**config.mk**
```make
export PLATFORM = sky130hd
export DESIGN_NAME = pg_alu_seq
export DESIGN_NICKNAME = d
export VERILOG_FILES = /design/src/rtl/pg_alu_seq.sv
export SDC_FILE = /design/constraint.sdc
export NUM_CORES = 1
export LEC_CHECK = 0
export CAP_MARGIN = 20
export CORE_MARGIN = 2
export CORE_UTILIZATION = 60
export DETAILED_ROUTE_END_ITERATION = 12
export PLACE_DENSITY = 0.8
export SETUP_SLACK_MARGIN = 0.1
export SYNTH_ARGS = -nofsm -noshare
export SYNTH_HDL_FRONTEND = slang
export SYNTH_SLANG_ARGS = --single-unit
```
**constraint.sdc**
```tcl
create_clock -name clk -period 8.7 [get_ports clk]
set_clock_uncertainty 0.15 [all_clocks]
set_input_delay 2.175 -clock clk [delete_from_list [all_inputs] [get_ports clk]]
set_output_delay 2.175 -clock clk [all_outputs]
set_load 0.005 [all_outputs]
```
**src/rtl/pg_alu_seq.sv**
```systemverilog
// Power-gated sequential ALU: power/isolation sequencer, single-cycle ALU ops,
// iterative shift-add multiply, and an output clamp while isolated or unpowered.
module pg_alu_seq #(
   parameter int unsigned      WIDTH         = 16,
   parameter logic [WIDTH-1:0] CLAMP_VAL     = WIDTH'(1),
   parameter int unsigned      PWR_UP_CYCLES = 4
) (
   input  logic             clk,
   input  logic             rst_n,
   input  logic             pwr_req,
   input  logic [WIDTH-1:0] a,
   input  logic [WIDTH-1:0] b,
   input  logic [3:0]       opcode,
   input  logic             start,
   output logic             ready,
   output logic             busy,
   output logic             done,
   output logic             start_err,
   output logic [WIDTH-1:0] result,
   output logic             alu_pwr_en,
   output logic             iso_en,
   output logic [2:0]       pwr_state
);

   localparam int unsigned SHW = $clog2(WIDTH);
   localparam int unsigned CW  = $clog2(WIDTH + PWR_UP_CYCLES + 1);

   typedef enum logic [2:0] {
      S_OFF     = 3'd0,
      S_PWR_UP  = 3'd1,
      S_ISO_REL = 3'd2,
      S_ON_IDLE = 3'd3,
      S_EXEC    = 3'd4,
      S_ISO_SET = 3'd5,
      S_PWR_DN  = 3'd6
   } state_t;

   state_t           state_q, state_d;
   logic [CW-1:0]    cnt_q;
   logic [WIDTH-1:0] op_a_q, op_b_q, acc_q, res_q;
   logic [3:0]       op_q;
   logic             done_q;
   logic [WIDTH-1:0] alu_val, mul_step, exec_val;
   logic             exec_last;

   always_comb begin
      alu_val = '0;
      case (op_q)
         4'd0: alu_val = op_a_q + op_b_q;
         4'd1: alu_val = op_a_q - op_b_q;
         4'd2: alu_val = op_a_q & op_b_q;
         4'd3: alu_val = op_a_q | op_b_q;
         4'd4: alu_val = op_a_q ^ op_b_q;
         4'd5: alu_val = ~op_a_q;
         4'd6: alu_val = op_a_q << op_b_q[SHW-1:0];
         4'd7: alu_val = op_a_q >> op_b_q[SHW-1:0];
         default: alu_val = '0;
      endcase
      // MUL consumes op_a_q/op_b_q as the shifting multiplicand/multiplier
      mul_step  = op_b_q[0] ? op_a_q : '0;
      exec_last = (op_q != 4'd8) || (cnt_q == CW'(WIDTH - 1));
      exec_val  = (op_q == 4'd8) ? acc_q + mul_step : alu_val;
   end

   always_comb begin
      state_d    = state_q;
      ready      = 1'b0;
      busy       = 1'b0;
      alu_pwr_en = 1'b0;
      iso_en     = 1'b1;
      case (state_q)
         S_OFF: if (pwr_req) state_d = S_PWR_UP;
         S_PWR_UP: begin
            alu_pwr_en = 1'b1;
            if (cnt_q == CW'(PWR_UP_CYCLES - 1)) state_d = S_ISO_REL;
         end
         S_ISO_REL: begin
            alu_pwr_en = 1'b1;
            iso_en     = 1'b0;
            state_d    = S_ON_IDLE;
         end
         S_ON_IDLE: begin
            alu_pwr_en = 1'b1;
            iso_en     = 1'b0;
            ready      = 1'b1;
            if (start)         state_d = S_EXEC;
            else if (!pwr_req) state_d = S_ISO_SET;
         end
         S_EXEC: begin
            alu_pwr_en = 1'b1;
            iso_en     = 1'b0;
            busy       = 1'b1;
            if (exec_last) state_d = S_ON_IDLE;
         end
         S_ISO_SET: begin
            alu_pwr_en = 1'b1;
            state_d    = S_PWR_DN;
         end
         S_PWR_DN: state_d = S_OFF;
         default:  state_d = S_OFF;
      endcase
   end

   always_ff @(posedge clk) begin
      if (!rst_n) begin
         state_q <= S_OFF;
         cnt_q   <= '0;
         op_a_q  <= '0;
         op_b_q  <= '0;
         op_q    <= '0;
         acc_q   <= '0;
         res_q   <= '0;
         done_q  <= 1'b0;
      end else begin
         state_q <= state_d;
         done_q  <= 1'b0;
         case (state_q)
            S_OFF: cnt_q <= '0;
            S_PWR_UP: begin
               cnt_q  <= cnt_q + CW'(1);
               op_a_q <= '0;
               op_b_q <= '0;
               op_q   <= '0;
               acc_q  <= '0;
               res_q  <= '0;
            end
            S_ON_IDLE: begin
               if (start) begin
                  op_a_q <= a;
                  op_b_q <= b;
                  op_q   <= opcode;
                  acc_q  <= '0;
                  cnt_q  <= '0;
               end
            end
            S_EXEC: begin
               if (exec_last) begin
                  res_q  <= exec_val;
                  done_q <= 1'b1;
               end else begin
                  acc_q  <= acc_q + mul_step;
                  op_a_q <= op_a_q << 1;
                  op_b_q <= op_b_q >> 1;
                  cnt_q  <= cnt_q + CW'(1);
               end
            end
            default: ;
         endcase
      end
   end

   assign done      = done_q;
   assign start_err = start & ~ready;
   assign result    = (iso_en || !alu_pwr_en) ? CLAMP_VAL : res_q;
   assign pwr_state = state_q;

endmodule
```
After elaboration in Yosys (flattened, before gate mapping)
Index checks and enable logic that the tools add are counted.
{"block": "word_totals", "regBits": 77, "latchBits": 0, "ramBits": 0, "romBits": 0, "input_bits": 40, "output_inout_bits": 25, "word_cells": 90, "n_memories": 0}
{"block": "op_classes", "addsub": 4, "mul": 0, "div": 0, "order_cmp": 0, "n_eq_ne": 22, "shift": 2, "mux": 31, "n_bitwise": 6, "reduce_logical": 17}
{"operator": "$mux 16", "count": 10}
{"operator": "$pmux 16 s3", "count": 3}
{"operator": "$pmux 16 s8", "count": 1}
{"operator": "$add 16x16->16", "count": 2}
{"operator": "$pmux 16 s2", "count": 1}
{"operator": "$pmux 5 s4", "count": 1}
{"operator": "$pmux 3 s6", "count": 1}
{"operator": "$and 16x16->16", "count": 1}
{"operator": "$eq 4x3->1 const B", "count": 4}
{"operator": "$not 16->16", "count": 1}
{"operator": "$or 16x16->16", "count": 1}
{"operator": "$shl 16x4->16", "count": 1}
{"operator": "$shr 16x4->16", "count": 1}
{"operator": "$sub 16x16->16", "count": 1}
{"operator": "$xor 16x16->16", "count": 1}
{"operator": "$mux 3", "count": 5}
{"operator": "$mux 5", "count": 2}
{"operator": "$ne 2x2->1 const B", "count": 5}
{"operator": "$eq 4x2->1 const B", "count": 2}
{"operator": "$pmux 4 s2", "count": 1}
{"operator": "$eq 3x2->1 const B", "count": 2}
{"operator": "$eq 3x3->1 const B", "count": 2}
{"operator": "$reduce_and 2->1", "count": 3}
{"operator": "$reduce_and 3->1", "count": 2}
{"operator": "22 further kinds", "count": 28}

Logic depth before layout (Yosys ltp)
Gate-level depths: netlist (run 1).
{"block": "depth", "ltp_word": 6, "depth_mapped": 17, "ltp_nobuf": 14}

Worst setup path after synthesis (run 1)
OpenSTA, ideal clock, no wires.
{"block": "synth_path", "path_kind": "input to output", "start": "in start", "end": "out start_err", "arrival_ps": 2306, "required_ps": 6375, "slack_ps": 4069, "stages": 1, "cell_sequence": "nor2b_1"}
{"block": "synth_via", "elab_chain_len": 1}
{"item": "start, declared", "line": "14", "rtl": "input logic start,"}
{"item": "$and 1x1->1", "line": "153", "rtl": "assign start_err = start & ~ready;"}
{"item": "end, declared", "line": "18", "rtl": "output logic start_err,"}
Every way passes these cells.

Worst setup path after layout (run 1)
Same ends and word-level chain as after synthesis.

==> results of run 1 <==
synth_stat cells, types with 7 or more instances:
| master | number |
|---|---|
| a211o_1 | 7 |
| a211oi_1 | 15 |
| a21o_1 | 11 |
| a21oi_1 | 50 |
| a221oi_1 | 36 |
| a22oi_1 | 18 |
| a31oi_1 | 11 |
| and2_1 | 23 |
| and3_1 | 10 |
| buf_2 | 9 |
| clkbuf_1 | 53 |
| dfxtp_1 | 77 |
| ha_1 | 67 |
| inv_1 | 39 |
| mux2_2 | 9 |
| mux2i_1 | 24 |
| mux4_2 | 9 |
| nand2_1 | 73 |
| nand2b_1 | 16 |
| nand3_1 | 22 |
| nand4_1 | 8 |
| nor2_1 | 114 |
| nor2b_1 | 31 |
| nor3_1 | 20 |
| nor3b_1 | 31 |
| o211ai_1 | 9 |
| o21a_1 | 8 |
| o21ai_0 | 50 |
| o221ai_1 | 9 |
| o22ai_1 | 10 |
| or3_1 | 10 |
| xnor2_1 | 28 |
| xor2_1 | 10 |
stage by stage:
| stage | total power, mW | util | setup slack (ps) |
|---|---|---|---|
| 2_1_floorplan | 2.29 | - | 4070 |
| 3_3_place_gp | 2.86 | 0.668 | 2930 |
| 3_5_place_dp | 2.88 | 0.668 | 2930 |
| 4_1_cts | 3.34 | 0.696 | 2910 |
| 5_1_grt | 3.64 | 0.696 | 2800 |
| 6_report | 3.41 | 0.696 | 2890 |
worst reg2reg max path, delay by kind of cell, from the launching register on:
kind / cells / cell delay (ps)
compound gates: 6 / 1770
xor+xnor: 1 / 100
fa+ha+maj: 2 / 730
buf+inv: 2 / 940
flops: 1 / 310
simple gates: 2 / 340
state kept, by name (all words and copies together), names as in the netlist:
register   count
op_b_q        16
op_q           4
op_a_q        16
pwr_state      3
done           1
res_q         16
cnt_q          5
acc_q         16
per-layer routing:
layer,GRT usage,vias to the layer above,wire length (µm)
met2,0.560,465,11200
met3,0.0756,86,2460
li1,-,3797,-
met5,0,-,0
met1,0.483,3806,10600
met4,0.163,0,1190
power breakdown:
part / switching, mW / internal [mW] / total (mW)
Combinational: 1.41 / 0.946 / 2.36
Sequential: 0.179 / 0.424 / 0.604
Clock: 0.154 / 0.289 / 0.443
path summary, 6_finish.rpt:
path	from	to	slack (ps)	cells past startpoint
max reg2reg	op_b_q[1]	res_q[10]	4250	13
min	res_q[10]	res_q[10]	300	2
max	start	start_err	2890	3
min reg2reg	res_q[10]	res_q[10]	300	2
logic make-up (layout without fill, tap and decap cells):
logic type,count (synthesis),after routing,synth area share
AOI/OAI and AO/OA,292,292,0.264
xor gates and xnor gates,38,38,0.0426
adders and majority gates,69,69,0.112
buffers and inverters,117,140,0.0620
DFF,77,77,0.197
muxes,42,42,0.0697
and+or+nand+nor,384,384,0.252
layout make-up:
type | count | share of cell area
sequential | 77 | 0.175
timing repair buffer | 80 | 0.0857
clock buffer | 11 | 0.0275
clock inverter | 5 | 0.0121
multi-input combinational | 825 | 0.656
tap | 172 | 0.0244
inverter | 44 | 0.0187
cells in the final DEF (no fill, tap or decap), drive strengths merged, types with 6 or more instances in the layout:
cell type | synthesis | final
a221oi | 38 | 38
mux2i | 24 | 24
clkdlybuf4s50 | 0 | 63
o21a | 8 | 8
mux4 | 9 | 9
a31oi | 11 | 11
o21ai | 52 | 52
a211oi | 15 | 15
o22ai | 10 | 10
a21o | 11 | 11
xor2 | 10 | 10
a22oi | 18 | 18
o211ai | 9 | 9
mux2 | 9 | 9
clkbuf | 53 | 11
dfxtp | 77 | 77
nand2 | 73 | 73
nor2 | 115 | 115
nor3b | 31 | 31
xnor2 | 28 | 28
and2 | 24 | 24
and3 | 10 | 10
nor2b | 31 | 31
a32oi | 6 | 6
ha | 67 | 67
nand4 | 8 | 8
a211o | 7 | 7
a21oi | 52 | 52
or3 | 10 | 10
a21boi | 6 | 6
nand3 | 22 | 22
nor3 | 21 | 21
o31ai | 6 | 6
buf | 20 | 17
o221ai | 9 | 9
inv | 43 | 44
nand2b | 16 | 16
==> reports/qor.csv, run 1 <==
metric,value,unit
status,completed,
crit_family,buffers and inverters,
fin_setup_tns,0,ps
endpoint_kind,output port,
drc_errors,0,
dr.pass1.iters,6,
fmax,172,MHz
synth_edf_count,0,
grt_setup_unrepaired,false,
netlist_area,7810,µm²
grt-ovfl-total,0,
crit_top_cell,clkdlybuf4s50_1,
cts_made_buffers,9,
min_period,5810,ps
die_h,118,µm
vias,8154,
cts_hold_buffers,0,
synth_nets,1128,
design.die.area,14000,µm²
post-place-cells,1198,
slew_violations,0,
post-cts-setup-buffer-count,0,
placed_cell_area,8470,µm²
ant_nets,0,
grt_pass1_wl,40100,µm
final_area,8820,µm²
grt_start_max_net_pins,72,
drv_cap,0,
syn_area_per_cell,7.67,µm²
clk_pin_slew_worst_paths,60,ps
cts_num_sinks,77,
p_per_area,386,nW/µm²
yosysTopAreaCell,dfxtp_1,
synth_top_area_share,0.197,
critPathLaunchType,input pin,
grt_pass1_vias,7402,
vias_per_cell,6.72,
regArea,1540,µm²
setup_viol_count_final,0,
hold_slack,300,ps
antennaDiodeCount,0,
wl_per_cell,20.9,µm
placementRows,41,
grt_usage,0.362,
seq_area_frac_synth,0.197,
synth_area_leaders,"dfxtp_1 20%, ha_1 11%, nor2_1 5.5%",
cp.arrival,3490,ps
area_delta_synth_final,12.8,%
leakagePower,3.42,nW
critPathSlowestCell,clkdlybuf4s50_1,
cp.required,6380,ps
dp_hpwl,18600,µm
root_buffer,clkbuf_16,
cts_tree,built,
final_nets,1146,
fill_cells,1121,
synth.distinct_cells,79,
synthCells,1019,
hold_viol,0,
synth_flop_cell,dfxtp_1,
drive_above_1_share,0.0653,
synthArstFlopShare,0,
clock_latency,350,ps
drtIter0Drc,1091,
wl,25400,µm
slew_headroom,0.386,
htree_levels,3,
coreArea,12700,µm²
gp_congestion,0.995,
chipWidth,118,µm
io_buffers,64,
peakVddDrop,0.266,mV
worst_pin_slew,919,ps
ys_ff_latch,77,
path_max_fanout,8,
yosys_warnings,0,
antenna_found_initial,0,
fin_crit_sh,0.668,
multiInputGateArea,5790,µm²
ctsResizeCount,0,
instances_no_fill,1214,
min_path_type,register to register,
clock_path_buffers,2,
worst-path-buf-inv,2,
max_stage_delay,620,ps
cp_cell_sequence,"clkdlybuf4s50_1, nor2b_1, clkdlybuf4s50_1",
path_class,input pin to output port,
io_pins,65,
initial_utilization,0.617,
Power figures use the tool's default switching activity.
==> inputs of run 2 (changes only) <==
- clock period: 8.7 -> 5.6 ns (I/O delays scaled with it)
==> run 2 against run 1 <==
Against the previous run:
- sequential share of layout area barely moved
- first-iteration DRC count shrank 15%
- sequential power grew 55%
- power up 56%
==> reports/qor.csv, run 2 (synthesis gave the netlist of run 1 again) <==
metric,value,unit
cts_tree,built,
antenna_found_initial,2,
slew_headroom,0.352,
chipWidth,118,µm
grt-ovfl-total,0,
p_switching,2.77,mW
vias,8193,
final_util,0.696,
clock_latency,350,ps
peakVddDrop,0.360,mV
post-place-cells,1200,
drt-met1-wl,11000,µm
route.met2.wl,11700,µm
path_max_fanout,16,
clock_power_share,0.125,
seq_power_share,0.176,
clock_path_buffers,2,
slew_violations,0,
cts_num_sinks,77,
grt_setup_unrepaired,false,
leakagePower,3.43,nW
vias_per_cell,6.74,
layout_commonest_cell,nor2_1,
io_pins,65,
drv_cap,0,
hold_viol,0,
instances_no_fill,1216,
antennaDiodeCount,0,
post-cts-setup-buffer-count,0,
timing.rr.start,op_b_q[1],
r2r_cells,14,
drive_above_1_share,0.0690,
min_period,4790,ps
path_class,register to output port,
wl_per_cell,21.5,µm
area_delta_synth_final,12.9,%
pwr-share-comb,0.699,
wl,26100,µm
drtIter0Drc,923,
cts_made_buffers,9,
grt_start_max_net_pins,54,
ctsResizeCount,0,
fmax,209,MHz
rr_endpoint,res_q[14],
design.die.area,14000,µm²
root_buffer,clkbuf_16,
placementRows,41,
min_path_type,register to register,
cts_hold_buffers,0,
grt_pass1_vias,7486,
cp.arrival,3240,ps
p_per_area,604,nW/µm²
rrSetupSlack,1460,ps
internal_power,2.56,mW
dp_hpwl,19500,µm
grt_usage,0.371,
wl_met3,2620,µm
endpoint_kind,output port,
finalPower,5.33,mW
swShare,0.520,
fin_setup_tns,0,ps
layout_common_cells,"114 x nor2_1, 75 x dfxtp_1, 73 x nand2_1, 67 x ha_1, 63 x clkdlybuf4s50_1",
die_h,118,µm
min_from,res_q[11],
critPathLaunchType,register,
final_nets,1148,
hold-path-cell-count,2,
dr.pass1.iters,6,
fin_crit_sh,0.856,
hold_end,res_q[11],
drc_errors,0,
worst_pin_slew,970,ps
gp_congestion,1.03,
status,completed,
grt_pass1_wl,41200,µm
clk_pin_slew_worst_paths,60,ps
ant_nets,0,
initial_utilization,0.617,
setup_viol_count_final,0,
cp.required,4050,ps
coreArea,12700,µm²
htree_levels,3,
highest_layer,met5,
io_buffers,64,
-- run 2: worst max path at each step --
| stage | cells past startpoint | slack, ps | startpoint | end |
|---|---|---|---|---|
| 4_1_cts | 6 | 820 | pwr_state[2] | result[11] |
| 3_3_place_gp | 6 | 1340 | pwr_state[2] | result[4] |
| 2_1_floorplan | 16 | 1860 | op_b_q[0] | res_q[15] |
| 5_1_grt | 6 | 590 | pwr_state[2] | result[8] |
| 6_report | 6 | 810 | pwr_state[2] | result[8] |
| 3_5_place_dp | 6 | 1180 | pwr_state[2] | result[11] |
-- run 2: power groups by stage --
stage / Clock (mW) / Sequential [mW] / Combinational, mW
2_1_floorplan: 0 / 0.790 / 2.77
3_3_place_gp: 0 / 0.929 / 3.60
3_5_place_dp: 0 / 0.932 / 3.61
4_1_cts: 0.667 / 0.920 / 3.63
5_1_grt: 0.688 / 0.950 / 4.05
6_report: 0.666 / 0.939 / 3.72
-- run 2: stage by stage --
| step | hold slack, ps | setup slack (ps) | cell area (µm²) |
|---|---|---|---|
| after floorplan | 267 | 1860 | 7810 |
| after global placement | 314 | 1340 | 8490 |
| after detailed placement | 299 | 1180 | 8490 |
| after CTS | 314 | 820 | 8820 |
| after global routing | 351 | 593 | 8820 |
| final | 316 | 809 | 8820 |
-- run 2: routing by layer --
metal | vias up | GRT usage
li1 | 3817 | -
met1 | 3836 | 0.500
met2 | 471 | 0.570
met3 | 67 | 0.0891
met4 | 2 | 0.144
met5 | - | 0
-- run 2: layout make-up --
class	count	area [µm²]
multi-input cells	825	5790
fillers	1108	3850
flip-flops and latches	77	1540
repair buffers	82	771
clock buffers	10	239
well taps	172	215
inverters	44	165
clock inverters	6	93.8
-- run 2: critical path, stage by stage (launching register included) --
cell             delay, ps
dfxtp_1                410
and2b_1                400
nand2b_1               350
nand2b_1               200
nor2b_1                780
and2_1                 250
clkdlybuf4s50_1        500
